### config.mk
export PLATFORM = sky130hd
export DESIGN_NAME = mem_port_arbiter_flat
export DESIGN_NICKNAME = d
export VERILOG_FILES = /design/src/rtl/mem_port_arbiter_if.sv /design/src/rtl/mem_port_arbiter.sv /design/src/flat_wrapper.sv
export SDC_FILE = /design/constraint.sdc
export NUM_CORES = 1
export LEC_CHECK = 0
export BUFFER_PORTS_ARGS = -buffer_cell sky130_fd_sc_hd__buf_2
export CORE_MARGIN = 3
export CORE_UTILIZATION = 51
export DETAILED_ROUTE_END_ITERATION = 10
export PLACE_DENSITY = 0.85
export SKIP_LAST_GASP = 1
export SLEW_MARGIN = 20
export SYNTH_ARGS = -nofsm -noshare
export SYNTH_HDL_FRONTEND = slang
export SYNTH_SLANG_ARGS = --single-unit
### constraint.sdc
create_clock -name clk -period 2.36 [get_ports clk]
set_clock_uncertainty 0.2 [all_clocks]
set_input_delay 0.236 -clock clk [delete_from_list [all_inputs] [get_ports clk]]
set_output_delay 0.236 -clock clk [all_outputs]
set_load 0.005 [all_outputs]
### src/rtl/mem_port_arbiter_if.sv
// Bundle of requester-side (IF, data) and memory-side signals around the
// shared-memory port arbiter. The arbiter uses the slave view; the
// surrounding pipeline/memory environment uses the master view.
interface mem_port_arbiter_if #(
   parameter int AW = 32,
   parameter int DW = 32
) ();
   // instruction fetch port
   logic            if_req;
   logic [AW-1:0]   if_addr;
   logic            if_gnt;
   logic            if_rvalid;
   logic [DW-1:0]   if_rdata;
   // data (load/store) port
   logic            dm_req;
   logic            dm_we;
   logic [AW-1:0]   dm_addr;
   logic [DW-1:0]   dm_wdata;
   logic [DW/8-1:0] dm_wstrb;
   logic            dm_gnt;
   logic            dm_rvalid;
   logic [DW-1:0]   dm_rdata;
   // unified memory port
   logic            mem_req;
   logic            mem_we;
   logic [AW-1:0]   mem_addr;
   logic [DW-1:0]   mem_wdata;
   logic [DW/8-1:0] mem_wstrb;
   logic            mem_gnt;
   logic            mem_rvalid;
   logic [DW-1:0]   mem_rdata;
   // status
   logic            err_spur;

   modport slave (
      input  if_req, if_addr,
      output if_gnt, if_rvalid, if_rdata,
      input  dm_req, dm_we, dm_addr, dm_wdata, dm_wstrb,
      output dm_gnt, dm_rvalid, dm_rdata,
      output mem_req, mem_we, mem_addr, mem_wdata, mem_wstrb,
      input  mem_gnt, mem_rvalid, mem_rdata,
      output err_spur
   );

   modport master (
      output if_req, if_addr,
      input  if_gnt, if_rvalid, if_rdata,
      output dm_req, dm_we, dm_addr, dm_wdata, dm_wstrb,
      input  dm_gnt, dm_rvalid, dm_rdata,
      input  mem_req, mem_we, mem_addr, mem_wdata, mem_wstrb,
      output mem_gnt, mem_rvalid, mem_rdata,
      input  err_spur
   );
endinterface

### src/rtl/mem_port_arbiter.sv
// Shares one single-ported memory between instruction fetch and the
// MEM-stage load/store path. One transaction in flight; the data port has
// fixed priority, bounded by a streak counter so a waiting fetch is served
// after MAX_DM_STREAK consecutive data grants.
module mem_port_arbiter #(
   parameter int AW            = 32,
   parameter int DW            = 32,
   parameter int MAX_DM_STREAK = 4
) (
   input logic               clk,
   input logic               rst_n,
   mem_port_arbiter_if.slave bus
);
   localparam int SW = $clog2(MAX_DM_STREAK + 1);
   localparam int BW = DW / 8;
   localparam logic [SW-1:0] STREAK_MAX = SW'(MAX_DM_STREAK);

   typedef enum logic [1:0] {ST_IDLE, ST_REQ, ST_RESP} state_t;

   state_t          state_q, state_d;
   logic [SW-1:0]   streak_q, streak_d;
   logic            owner_dm_q, owner_dm_d;
   logic            mem_req_q, mem_req_d;
   logic            mem_we_q, mem_we_d;
   logic [AW-1:0]   mem_addr_q, mem_addr_d;
   logic [DW-1:0]   mem_wdata_q, mem_wdata_d;
   logic [BW-1:0]   mem_wstrb_q, mem_wstrb_d;
   logic            if_gnt_q, if_gnt_d;
   logic            dm_gnt_q, dm_gnt_d;
   logic            if_rvalid_q, if_rvalid_d;
   logic            dm_rvalid_q, dm_rvalid_d;
   logic [DW-1:0]   if_rdata_q, if_rdata_d;
   logic [DW-1:0]   dm_rdata_q, dm_rdata_d;
   logic            err_spur_q, err_spur_d;
   logic            pick_if;

   // state register and all registered outputs
   always_ff @(posedge clk or negedge rst_n) begin
      if (!rst_n) begin
         state_q     <= ST_IDLE;
         streak_q    <= '0;
         owner_dm_q  <= 1'b0;
         mem_req_q   <= 1'b0;
         mem_we_q    <= 1'b0;
         mem_addr_q  <= '0;
         mem_wdata_q <= '0;
         mem_wstrb_q <= '0;
         if_gnt_q    <= 1'b0;
         dm_gnt_q    <= 1'b0;
         if_rvalid_q <= 1'b0;
         dm_rvalid_q <= 1'b0;
         if_rdata_q  <= '0;
         dm_rdata_q  <= '0;
         err_spur_q  <= 1'b0;
      end else begin
         state_q     <= state_d;
         streak_q    <= streak_d;
         owner_dm_q  <= owner_dm_d;
         mem_req_q   <= mem_req_d;
         mem_we_q    <= mem_we_d;
         mem_addr_q  <= mem_addr_d;
         mem_wdata_q <= mem_wdata_d;
         mem_wstrb_q <= mem_wstrb_d;
         if_gnt_q    <= if_gnt_d;
         dm_gnt_q    <= dm_gnt_d;
         if_rvalid_q <= if_rvalid_d;
         dm_rvalid_q <= dm_rvalid_d;
         if_rdata_q  <= if_rdata_d;
         dm_rdata_q  <= dm_rdata_d;
         err_spur_q  <= err_spur_d;
      end
   end

   // arbitration, command latching, response routing and next state
   always_comb begin
      state_d     = state_q;
      streak_d    = streak_q;
      owner_dm_d  = owner_dm_q;
      mem_req_d   = mem_req_q;
      mem_we_d    = mem_we_q;
      mem_addr_d  = mem_addr_q;
      mem_wdata_d = mem_wdata_q;
      mem_wstrb_d = mem_wstrb_q;
      if_gnt_d    = 1'b0;
      dm_gnt_d    = 1'b0;
      if_rvalid_d = 1'b0;
      dm_rvalid_d = 1'b0;
      if_rdata_d  = if_rdata_q;
      dm_rdata_d  = dm_rdata_q;
      err_spur_d  = err_spur_q;
      pick_if     = 1'b0;

      unique case (state_q)
         ST_IDLE: begin
            if (bus.mem_rvalid) err_spur_d = 1'b1;
            if (bus.if_req || bus.dm_req) begin
               pick_if    = bus.if_req && (!bus.dm_req || streak_q == STREAK_MAX);
               state_d    = ST_REQ;
               mem_req_d  = 1'b1;
               owner_dm_d = !pick_if;
               if (pick_if) begin
                  if_gnt_d    = 1'b1;
                  mem_we_d    = 1'b0;
                  mem_addr_d  = bus.if_addr;
                  mem_wdata_d = '0;
                  mem_wstrb_d = '0;
                  streak_d    = '0;
               end else begin
                  dm_gnt_d    = 1'b1;
                  mem_we_d    = bus.dm_we;
                  mem_addr_d  = bus.dm_addr;
                  mem_wdata_d = bus.dm_wdata;
                  mem_wstrb_d = bus.dm_we ? bus.dm_wstrb : '0;
                  if (!bus.if_req)
                     streak_d = '0;
                  else if (streak_q != STREAK_MAX)
                     streak_d = streak_q + SW'(1);
               end
            end
         end
         ST_REQ: begin
            if (bus.mem_rvalid) err_spur_d = 1'b1;
            if (bus.mem_gnt) begin
               mem_req_d = 1'b0;
               state_d   = ST_RESP;
            end
         end
         ST_RESP: begin
            if (bus.mem_rvalid) begin
               state_d = ST_IDLE;
               if (owner_dm_q) begin
                  dm_rvalid_d = 1'b1;
                  dm_rdata_d  = mem_we_q ? '0 : bus.mem_rdata;
               end else begin
                  if_rvalid_d = 1'b1;
                  if_rdata_d  = bus.mem_rdata;
               end
            end
         end
         default: state_d = ST_IDLE;
      endcase
   end

   assign bus.if_gnt    = if_gnt_q;
   assign bus.if_rvalid = if_rvalid_q;
   assign bus.if_rdata  = if_rdata_q;
   assign bus.dm_gnt    = dm_gnt_q;
   assign bus.dm_rvalid = dm_rvalid_q;
   assign bus.dm_rdata  = dm_rdata_q;
   assign bus.mem_req   = mem_req_q;
   assign bus.mem_we    = mem_we_q;
   assign bus.mem_addr  = mem_addr_q;
   assign bus.mem_wdata = mem_wdata_q;
   assign bus.mem_wstrb = mem_wstrb_q;
   assign bus.err_spur  = err_spur_q;
endmodule

### src/flat_wrapper.sv
// flat-port wrapper written by rule: the top's interface ports become plain ports
module mem_port_arbiter_flat 
#(
   parameter int AW            = 32,
   parameter int DW            = 32,
   parameter int MAX_DM_STREAK = 4
)
  (clk, rst_n, bus_if_req, bus_if_addr, bus_if_gnt, bus_if_rvalid, bus_if_rdata, bus_dm_req, bus_dm_we, bus_dm_addr, bus_dm_wdata, bus_dm_wstrb, bus_dm_gnt, bus_dm_rvalid, bus_dm_rdata, bus_mem_req, bus_mem_we, bus_mem_addr, bus_mem_wdata, bus_mem_wstrb, bus_mem_gnt, bus_mem_rvalid, bus_mem_rdata, bus_err_spur);
  mem_port_arbiter_if #(.AW(AW), .DW(DW)) bus_i ();
  input logic clk;
  input logic rst_n;
  input wire logic [$bits(bus_i.if_req)-1:0] bus_if_req;
  input wire logic [$bits(bus_i.if_addr)-1:0] bus_if_addr;
  output wire logic [$bits(bus_i.if_gnt)-1:0] bus_if_gnt;
  output wire logic [$bits(bus_i.if_rvalid)-1:0] bus_if_rvalid;
  output wire logic [$bits(bus_i.if_rdata)-1:0] bus_if_rdata;
  input wire logic [$bits(bus_i.dm_req)-1:0] bus_dm_req;
  input wire logic [$bits(bus_i.dm_we)-1:0] bus_dm_we;
  input wire logic [$bits(bus_i.dm_addr)-1:0] bus_dm_addr;
  input wire logic [$bits(bus_i.dm_wdata)-1:0] bus_dm_wdata;
  input wire logic [$bits(bus_i.dm_wstrb)-1:0] bus_dm_wstrb;
  output wire logic [$bits(bus_i.dm_gnt)-1:0] bus_dm_gnt;
  output wire logic [$bits(bus_i.dm_rvalid)-1:0] bus_dm_rvalid;
  output wire logic [$bits(bus_i.dm_rdata)-1:0] bus_dm_rdata;
  output wire logic [$bits(bus_i.mem_req)-1:0] bus_mem_req;
  output wire logic [$bits(bus_i.mem_we)-1:0] bus_mem_we;
  output wire logic [$bits(bus_i.mem_addr)-1:0] bus_mem_addr;
  output wire logic [$bits(bus_i.mem_wdata)-1:0] bus_mem_wdata;
  output wire logic [$bits(bus_i.mem_wstrb)-1:0] bus_mem_wstrb;
  input wire logic [$bits(bus_i.mem_gnt)-1:0] bus_mem_gnt;
  input wire logic [$bits(bus_i.mem_rvalid)-1:0] bus_mem_rvalid;
  input wire logic [$bits(bus_i.mem_rdata)-1:0] bus_mem_rdata;
  output wire logic [$bits(bus_i.err_spur)-1:0] bus_err_spur;
  assign bus_i.if_req = bus_if_req;
  assign bus_i.if_addr = bus_if_addr;
  assign bus_if_gnt = bus_i.if_gnt;
  assign bus_if_rvalid = bus_i.if_rvalid;
  assign bus_if_rdata = bus_i.if_rdata;
  assign bus_i.dm_req = bus_dm_req;
  assign bus_i.dm_we = bus_dm_we;
  assign bus_i.dm_addr = bus_dm_addr;
  assign bus_i.dm_wdata = bus_dm_wdata;
  assign bus_i.dm_wstrb = bus_dm_wstrb;
  assign bus_dm_gnt = bus_i.dm_gnt;
  assign bus_dm_rvalid = bus_i.dm_rvalid;
  assign bus_dm_rdata = bus_i.dm_rdata;
  assign bus_mem_req = bus_i.mem_req;
  assign bus_mem_we = bus_i.mem_we;
  assign bus_mem_addr = bus_i.mem_addr;
  assign bus_mem_wdata = bus_i.mem_wdata;
  assign bus_mem_wstrb = bus_i.mem_wstrb;
  assign bus_i.mem_gnt = bus_mem_gnt;
  assign bus_i.mem_rvalid = bus_mem_rvalid;
  assign bus_i.mem_rdata = bus_mem_rdata;
  assign bus_err_spur = bus_i.err_spur;
  mem_port_arbiter #(.AW(AW), .DW(DW), .MAX_DM_STREAK(MAX_DM_STREAK)) u_core (.clk(clk), .rst_n(rst_n), .bus(bus_i));
endmodule
==> flow_summary.json, run 1 <==
{
  "outcome": "complete, no violations",
  "path_max_fanout": 21,
  "min_from": "bus_if_req",
  "drc": 0,
  "hold_depth": 3,
  "ant_nets": 0,
  "drive_gt1_share_pct": 37.31,
  "grt_setup_unrepaired": "no",
  "nNetsFinal": 1102,
  "hold_path_end": "u_core.bus.if_gnt",
  "r2r-end": "u_core.bus.mem_addr[16]",
  "htreeDepth": 4,
  "final_common_cell": "buf_2",
  "min_period_ps": 2204,
  "syn_to_final_growth_pct": 54.59,
  "multi_input_area_um2": 2347,
  "hp-class": "input pin to flop",
  "num_vias": 6789,
  "die_h_um": 116.9,
  "syn_area_um2": 6276,
  "io_buffers": 277,
  "reg2regPathDepth": 5,
  "clock_latency_ps": 410,
  "start_util_pct": 53.59,
  "cap_violations": 0,
  "cts_buffers": 17,
  "ys_ff_latch": 145,
  "num_io_pins": 278,
  "max_freq_mhz": 453.7,
  "cts_tree": "yes",
  "cts_root_buffer": "clkbuf_16",
  "power_per_cell_area_nw_per_um2": 1165,
  "drt_wl_total_um": 23740,
  "finalCritPeriodShare_pct": 93.39,
  "synth-main-ff-cell": "dfrtp_1",
  "grt_use_total_pct": 35.10,
  "netlist_instances": 570,
  "clk_path_buf_depth": 2,
  "async_flop_share_pct": 100.0,
  "path_class": "flop to flop",
  "slew_violations": 0,
  "cp-end-kind": "flop",
  "grt_max_degree": 66,
  "place_area_um2": 7714,
  "start_kind": "flop",
  "stdcell_area_um2": 9702,
  "grt_overflow": 0,
  "routabilityCongestion": 0.8243,
  "slew_headroom_pct": 28.41,
  "die_x_um": 116.9,
  "antenna_found_initial": 3,
  "ir_worst_vdd_uv": 669.5,
  "hold_viol_final": 0,
  "tightestPinTransition_ps": 1073,
  "rows": 39,
  "fill_cells": 599,
  "final_cell_mix": "buf_2 (276), dfrtp_1 (145), dlygate4sd3_1 (136)",
  "r2r_slack_ps": 160,
  "syn-num-nets": 711,
  "rr_startpoint": "u_core.streak_q[0]",
  "cp.required_ps": 2400,
  "die_area_um2": 13670,
  "seq_area_frac_synth_pct": 57.81,
  "core_um2": 11710,
  "wl_per_cell_um": 21.19,
  "yosys_warnings": 0,
  "register_area_um2": 3628,
  "path_clk_slew_ps": 60,
  "synth_cell_types": 33,
  "synth.avg_cell_area_um2": 11.01,
  "synth_edf_count": 0,
  "grt_pass1_wl_um": 36860,
  "power_mw": 11.30,
  "setup-tns-final_ps": 0,
  "clock_sinks": 145,
  "grt_pass1_vias": 6981,
  "p_leak_nw": 4.688,
  "dp_hpwl_um": 12480,
  "drt_iter0_drc": 858,
  "arrival_ps": 2240,
  "vias_per_cell": 6.062,
  "finalSetupViolCount": 0,
  "drtPass1Iterations": 7
}
## report_power, final
| part | switching (mW) | internal, mW |
|---|---|---|
| Combinational | 2.29 | 1.94 |
| Clock | 1.06 | 1.72 |
| Sequential | 0.714 | 3.57 |
## per-stage QoR
stage / setup slack (ps) / cells / hold slack [ps] / util, %
floorplan: 745.4 / 570 / -259.6 / -
global placement: 139.8 / 948 / -33.63 / 65.87
detailed placement: 64.32 / 948 / -31.36 / 65.87
CTS: 73.94 / 1115 / 52.54 / 82.70
global route: 141.1 / 1119 / 83.63 / 82.82
finish: 155.9 / 1120 / 100.4 / 82.84
## kinds of logic after synthesis
| logic type | after synthesis | share of synthesized area (%) |
|---|---|---|
| and+or+nand+nor | 182 | 15.39 |
| AOI/OAI and AO/OA | 145 | 15.37 |
| DFF | 145 | 57.81 |
| buffers and inverters | 63 | 5.123 |
| muxes | 33 | 5.901 |
| adders and majority gates | 2 | 0.3987 |
## cell usage after synthesis, types with 4 or more instances
library cell  number  area (um^2)
buf_2             29        145.1
nand2b_1          33        206.5
nand3_1           70        350.3
o211ai_1          32        240.2
nand4_1           32        200.2
mux2_2            31        349.1
buf_4              4        30.03
o2bb2ai_1         37        324.1
buf_6              4        45.04
inv_1              6        22.52
clkbuf_1          17        63.81
o21ai_1            5        25.02
dfrtp_1          145         3628
nand2_1           36        135.1
o21ai_0           65        325.3
## timing repair
item,CTS,global route
hold buffers,136,0
buffers inserted,0,0
endpoints found under the setup margin,0,24
resized for setup,0,0
hold endpoints to repair,281,0
## critical path: stages, from the launching register on
cell and delay, ps:
dfrtp_1 410, inv_1 80, ha_1 180, a21boi_2 100, nor2_2 840, o211ai_1 230
## flip-flops by register name, indices dropped and copies added, names as in the netlist
signal,cells
u_core.bus.dm_rdata,32
u_core.bus.if_rdata,32
u_core.bus.mem_addr,32
u_core.bus.mem_wdata,32
u_core.bus.mem_wstrb,4
u_core.streak_q,3
u_core.state_q,2
u_core.bus.dm_gnt,1
u_core.bus.dm_rvalid,1
u_core.bus.err_spur,1
u_core.bus.if_gnt,1
u_core.bus.if_rvalid,1
u_core.bus.mem_req,1
u_core.bus.mem_we,1
u_core.owner_dm_q,1
## worst max path at each step
stage / start / end / depth (start not counted)
floorplan: u_core.streak_q[0] / u_core.bus.mem_addr[10] / 7
global placement: u_core.streak_q[0] / u_core.bus.dm_gnt / 6
detailed placement: u_core.streak_q[0] / u_core.bus.mem_wdata[6] / 6
CTS: u_core.streak_q[0] / u_core.bus.mem_wdata[4] / 6
global route: u_core.streak_q[0] / u_core.bus.mem_addr[16] / 5
finish: u_core.streak_q[0] / u_core.bus.mem_addr[16] / 5
## layer usage
layer	vias to the layer above	share of wire, %	track usage (%)
met4	0	6.2	20.26
li1	2862	-	-
met3	142	10	10.08
met5	-	0	0
met1	3256	35	41.15
met2	529	49	57.76
## area by class of cell
class,instances,area share (%)
Multi-Input combinational cell,363,24.19
Timing Repair Buffer,428,29.93
Tap cell,143,1.844
Clock inverter,12,1.625
Clock buffer,19,4.669
Antenna cell,4,0.1032
Sequential cell,145,37.40
Inverter,6,0.2321
(Power assumes the default switching activity.)
==> run 2: changes to the inputs <==
--- a/config.mk
+++ b/config.mk
@@ -5,6 +5,7 @@
 export SDC_FILE = /design/constraint.sdc
 export NUM_CORES = 1
 export LEC_CHECK = 0
+export ABC_AREA = 1
 export BUFFER_PORTS_ARGS = -buffer_cell sky130_fd_sc_hd__buf_2
 export CORE_MARGIN = 3
 export CORE_UTILIZATION = 51
==> flow_summary.json, run 2 <==
{
  "cts_tree": "yes",
  "die_h_um": 117.3,
  "synthXorXnorAreaFrac_pct": 0.1386,
  "syn-num-nets": 902,
  "yosys.cell_count.top_type": "nand2_1",
  "die_x_um": 117.3,
  "drt_iter0_drc": 725,
  "path_max_fanout": 32,
  "grt_max_degree": 70,
  "outcome": "complete, no violations",
  "nNetsFinal": 1307,
  "htreeDepth": 4,
  "drtPass1Iterations": 8,
  "async_flop_share_pct": 100.0,
  "min_period_ps": 2244,
  "grt_pass1_vias": 7294,
  "io_buffers": 277,
  "hp-class": "input pin to flop",
  "reg2regPathDepth": 9,
  "core_um2": 12060,
  "slew_headroom_pct": 53.72,
  "share_seq_of_total_power_pct": 37.7,
  "setup-tns-final_ps": 0,
  "p_int_mw": 7.345,
  "cp-end-kind": "flop",
  "num_io_pins": 278,
  "synth_adder_area_share_pct": 0.3961,
  "num_vias": 7040,
  "cp.required_ps": 2470,
  "grt_use_total_pct": 33.10,
  "drc": 0,
  "path_class": "flop to flop",
  "antenna_cells": 0,
  "start_util_pct": 52.38,
  "clock_latency_ps": 410,
  "grt_setup_unrepaired": "no",
  "synth_area_leaders": "dfrtp_1 (57%), nand2_1 (20%), nand3_1 (7.7%)",
  "netlist_top_cells_count": "nand2_1 (345), dfrtp_1 (145), nand3_1 (97), inv_1 (70), o21ai_0 (37)",
  "finalCritPeriodShare_pct": 95.10,
  "hold_depth": 3,
  "p_leak_nw": 5.618,
  "swShare_pct": 35.68,
  "p_switching_mw": 4.075,
  "synth_area_leader_cell": "dfrtp_1",
  "grt_overflow": 0,
  "place_area_um2": 7747,
  "seq_area_frac_synth_pct": 57.44,
  "hold_viol_final": 0,
  "ir_worst_vdd_uv": 608.7,
  "grt_pass1_wl_um": 34880,
  "cts_root_buffer": "clkbuf_16",
  "combPwrFrac_pct": 36.8,
  "slew_violations": 0,
  "synth-main-ff-cell": "dfrtp_1",
  "syn_to_final_growth_pct": 55.32,
  "wl_per_cell_um": 16.94,
  "die_area_um2": 13760,
  "tightestPinTransition_ps": 694.2,
  "max_freq_mhz": 445.6,
  "dp_hpwl_um": 12440,
  "stdcell_area_um2": 9812,
  "synth_top_family_by_area": "simple AND/OR/NAND/NOR gates",
  "ant_nets": 0,
  "drive_gt1_share_pct": 28.41,
  "power_per_cell_area_nw_per_um2": 1164,
  "rows": 40,
  "drt_wl_total_um": 22820,
  "netlist_instances": 761,
  "syn_area_um2": 6317,
  "synth_top_area_share_pct": 57.44,
  "cts_buffers": 17,
  "finalSetupViolCount": 0,
  "muxShareOfSynthArea_pct": 0,
  "vias_per_cell": 5.226,
  "synth.avg_cell_area_um2": 8.301,
  "yosys_warnings": 0,
  "synth_cell_types": 21,
  "clock_sinks": 145,
  "synth_edf_count": 0,
  "clk_path_buf_depth": 2,
  "synthSimpleGateAreaFrac_pct": 29.69,
  "arrival_ps": 2350,
  "routabilityCongestion": 0.8434,
  "final_cell_mix": "nand2_1 (344), buf_2 (276), dfrtp_1 (145)",
  "antenna_found_initial": 0,
  "path_clk_slew_ps": 60,
  "ys_ff_latch": 145,
  "cap_violations": 0,
  "pwr-share-clk_pct": 25.5,
  "synth-compound-area-share_pct": 3.169,
  "final_common_cell": "nand2_1",
  "start_kind": "flop"
}
[run 2: per-stage QoR]
stage                     std cells  utilization [%]  total power, mW  setup WS, ps  hold WS (ps)
after floorplan                 761                -            6.168         828.9        -259.6
after global placement         1177            64.23            7.734         545.2         21.98
after detailed placement       1177            64.23            7.871         519.7         17.28
after CTS                      1346            80.99            11.17         48.95         87.76
after global routing           1347            81.35            12.12         18.39         148.8
final                          1347            81.35            11.42         115.6         117.6
[run 2: timing repair]
action / in CTS / in global routing
setup endpoints to repair: 0 / 32
gates resized for setup: 0 / 5
endpoints found under the hold margin: 220 / 0
setup buffers: 0 / 0
hold buffers: 137 / 0
[run 2: final timing paths]
| check | slack (ps) | endpoint | startpoint |
|---|---|---|---|
| setup / recovery | 120 | u_core.bus.mem_addr[18] | u_core.streak_q[0] |
| hold / removal | 120 | u_core.streak_q[2] | bus_if_req |
| setup reg to reg | 120 | u_core.bus.mem_addr[18] | u_core.streak_q[0] |
| hold reg to reg | 250 | u_core.bus.err_spur | u_core.bus.err_spur |
| max in group asynchronous | 1190 | u_core.bus.mem_wdata[19] | rst_n |
| min in group asynchronous | 150 | u_core.bus.dm_rdata[20] | rst_n |
[run 2: power by group through the flow]
stage	Combinational, mW	Sequential, mW	Clock [mW]
3_3_place_gp	3.52	4.22	0
5_1_grt	4.67	4.41	3.04
4_1_cts	4.03	4.22	2.92
6_report	4.20	4.30	2.92
2_1_floorplan	1.86	4.30	0
3_5_place_dp	3.64	4.23	0
[run 2: critical path, stage by stage, from the launching register on]
cell           delay [ps]
dfrtp_1               400
inv_1                  70
ha_1                  140
nand2_1                80
nand2_2                90
buf_6                 240
nand3_1               160
nand3_1               130
dlygate4sd3_1         550
nand2_1                50
[run 2: cell type report]
cell class	instances	area [um^2]
Multi-Input combinational cell	497	2112
Inverter	75	281.5
Timing Repair Buffer	430	2930
Clock inverter	8	147.6
Sequential cell	145	3628
Clock buffer	24	501.7
Tap cell	168	210.2
Fill cell	659	2250
[run 2: logic make-up (layout without fill, tap and decap cells)]
group,Yosys count,in the layout
buffers and inverters,119,537
XOR/XNOR,1,1
flip-flops,145,145
adder cells (fa/ha/maj),2,2
AO/OA/AOI/OAI,39,39
AND/OR/NAND/NOR,455,455
[run 2: layer usage]
metal	track usage, %	vias up	routed length, um
met4	23.78	0	1565
li1	-	3148	-
met1	35.32	3283	7793
met3	8.123	133	1751
met5	0	-	0
met2	56.90	476	11710
==> run 3: changes to the inputs <==
--- a/config.mk
+++ b/config.mk
@@ -10,7 +10,8 @@
 export CORE_MARGIN = 3
 export CORE_UTILIZATION = 51
 export DETAILED_ROUTE_END_ITERATION = 10
-export PLACE_DENSITY = 0.85
+export PLACE_DENSITY = 0.94
+export REMOVE_ABC_BUFFERS = 1
 export SKIP_LAST_GASP = 1
 export SLEW_MARGIN = 20
 export SYNTH_ARGS = -nofsm -noshare
==> flow_summary.json, run 3 (synthesized netlist as in run 2, its figures left out) <==
{
  "nNetsFinal": 1307,
  "cp-end-kind": "flop",
  "start_util_pct": 52.38,
  "cts_root_buffer": "clkbuf_16",
  "slew_headroom_pct": 59.26,
  "min_period_ps": 2311,
  "path_max_fanout": 32,
  "outcome": "complete, no violations",
  "clk_path_buf_depth": 2,
  "cts_tree": "yes",
  "path_clk_slew_ps": 60,
  "drive_gt1_share_pct": 28.33,
  "final_common_cell": "nand2_1",
  "cap_violations": 0,
  "arrival_ps": 2400,
  "finalSetupViolCount": 0,
  "use_met3_pct": 11.41,
  "vias_per_cell": 5.646,
  "grt_overflow": 0,
  "min_from": "bus_if_req",
  "hold_depth": 3,
  "fill_cells": 570,
  "reg2regPathDepth": 9,
  "grt_setup_unrepaired": "yes",
  "die_h_um": 117.3,
  "place_area_um2": 7757,
  "power_mw": 11.68,
  "start_kind": "flop",
  "drc": 0,
  "grt_use_total_pct": 38.73,
  "slew_violations": 0,
  "crit_start": "u_core.streak_q[0]",
  "finalCritPeriodShare_pct": 97.94,
  "cts_buffers": 17,
  "htreeDepth": 4,
  "routabilityCongestion": 0.8670,
  "rr_startpoint": "u_core.streak_q[0]",
  "num_vias": 7616,
  "globalRouteMet2Util_pct": 62.10,
  "rows": 40,
  "max_freq_mhz": 432.7,
  "tightestPinTransition_ps": 610.2,
  "stdcell_area_um2": 9813,
  "ant_nets": 0,
  "grt_pass1_vias": 7534,
  "drt_wl_total_um": 26930,
  "wl_per_cell_um": 19.96,
  "hp-class": "input pin to flop",
  "hold_viol_final": 0,
  "top_usage_layer": "met2",
  "power_per_cell_area_nw_per_um2": 1190,
  "dp.cells": 1175,
  "grt_pass1_wl_um": 40230,
  "grt_max_degree": 68,
  "die_x_um": 117.3,
  "globalRouteMet1Util_pct": 45.53,
  "cp.required_ps": 2440,
  "clock_sinks": 145,
  "ir_worst_vdd_uv": 552.3,
  "antenna_found_initial": 1,
  "fin_cells": 1349,
  "path_class": "flop to flop",
  "die_area_um2": 13760,
  "drt_iter0_drc": 1159,
  "dp_hpwl_um": 12820,
  "final_cell_mix": "nand2_1 (344), buf_2 (276), dfrtp_1 (145)",
  "io_buffers": 277,
  "p_leak_nw": 5.642,
  "core_um2": 12060,
  "final_util_pct": 81.36,
  "num_io_pins": 278,
  "syn_to_final_growth_pct": 55.34,
  "clock_latency_ps": 420,
  "hold_slack_ps": 63.01,
  "drtPass1Iterations": 7
}
run 3: changes by cell type in the layout (fill, tap and decap cells not counted):
cell	change
diode_2	+2
buf_4	-3
clkbuf_16	-1
dlygate4sd3_1	+1
clkinv_4	-1
clkinvlp_4	+3
inv_6	-1
buf_12	+1
buf_6	+2
clkbuf_8	-1
run 3: stage by stage:
stage          setup slack (ps)  setup TNS (ps)
6_report                  48.67               0
5_1_grt                  -20.01          -20.01
4_1_cts                   56.46               0
3_5_place_dp              305.6               0
3_3_place_gp              432.6               0
2_1_floorplan            -149.0           -4997
run 3: area by class of cell:
| cell class | count | area, um^2 | share of cell area (%) |
|---|---|---|---|
| repair buffers | 430 | 2935 | 29.91 |
| multi-input cells | 497 | 2112 | 21.52 |
| well taps | 168 | 210.2 | 2.142 |
| diodes | 2 | 5.005 | 0.05100 |
| clock buffers | 23 | 488.0 | 4.973 |
| inverters | 75 | 281.5 | 2.869 |
| flip-flops and latches | 145 | 3628 | 36.98 |
| clock inverters | 9 | 152.6 | 1.556 |
run 3: path summary, 6_finish.rpt:
kind,to,slack (ps)
max,u_core.bus.mem_addr[25],50
min,u_core.bus.if_gnt,60
max reg2reg,u_core.bus.mem_addr[25],50
min reg2reg,u_core.bus.err_spur,260
max in group asynchronous,u_core.bus.mem_addr[15],750
min in group asynchronous,u_core.bus.mem_wdata[16],250
run 3: worst max-delay path: stages (launching register included):
cell and delay [ps]:
dfrtp_1 410, inv_1 70, ha_1 140, nand2_1 80, nand2_2 100, buf_6 260, nand3_1 140, nand3_1 120
dlygate4sd3_1 570, nand2_1 80
run 3: where the power goes:
group,switching (mW),internal [mW]
Combinational,2.63,1.73
Sequential,0.782,3.62
Clock,1.04,1.88
run 3: per-layer routing:
metal / part of all wire [%] / vias to the layer above / wire length (um)
met2: 47 / 793 / 12790
met5: 0 / - / 0
met1: 33 / 3502 / 8957
met3: 13 / 176 / 3442
li1: - / 3145 / -
met4: 6.5 / 0 / 1738
run 3: repair_timing:
item,4_1_cts,5_1_grt
hold endpoints to repair,283,0
hold buffers,138,0
endpoints found under the setup margin,0,9
buffers inserted,0,2
gates resized for setup,0,4
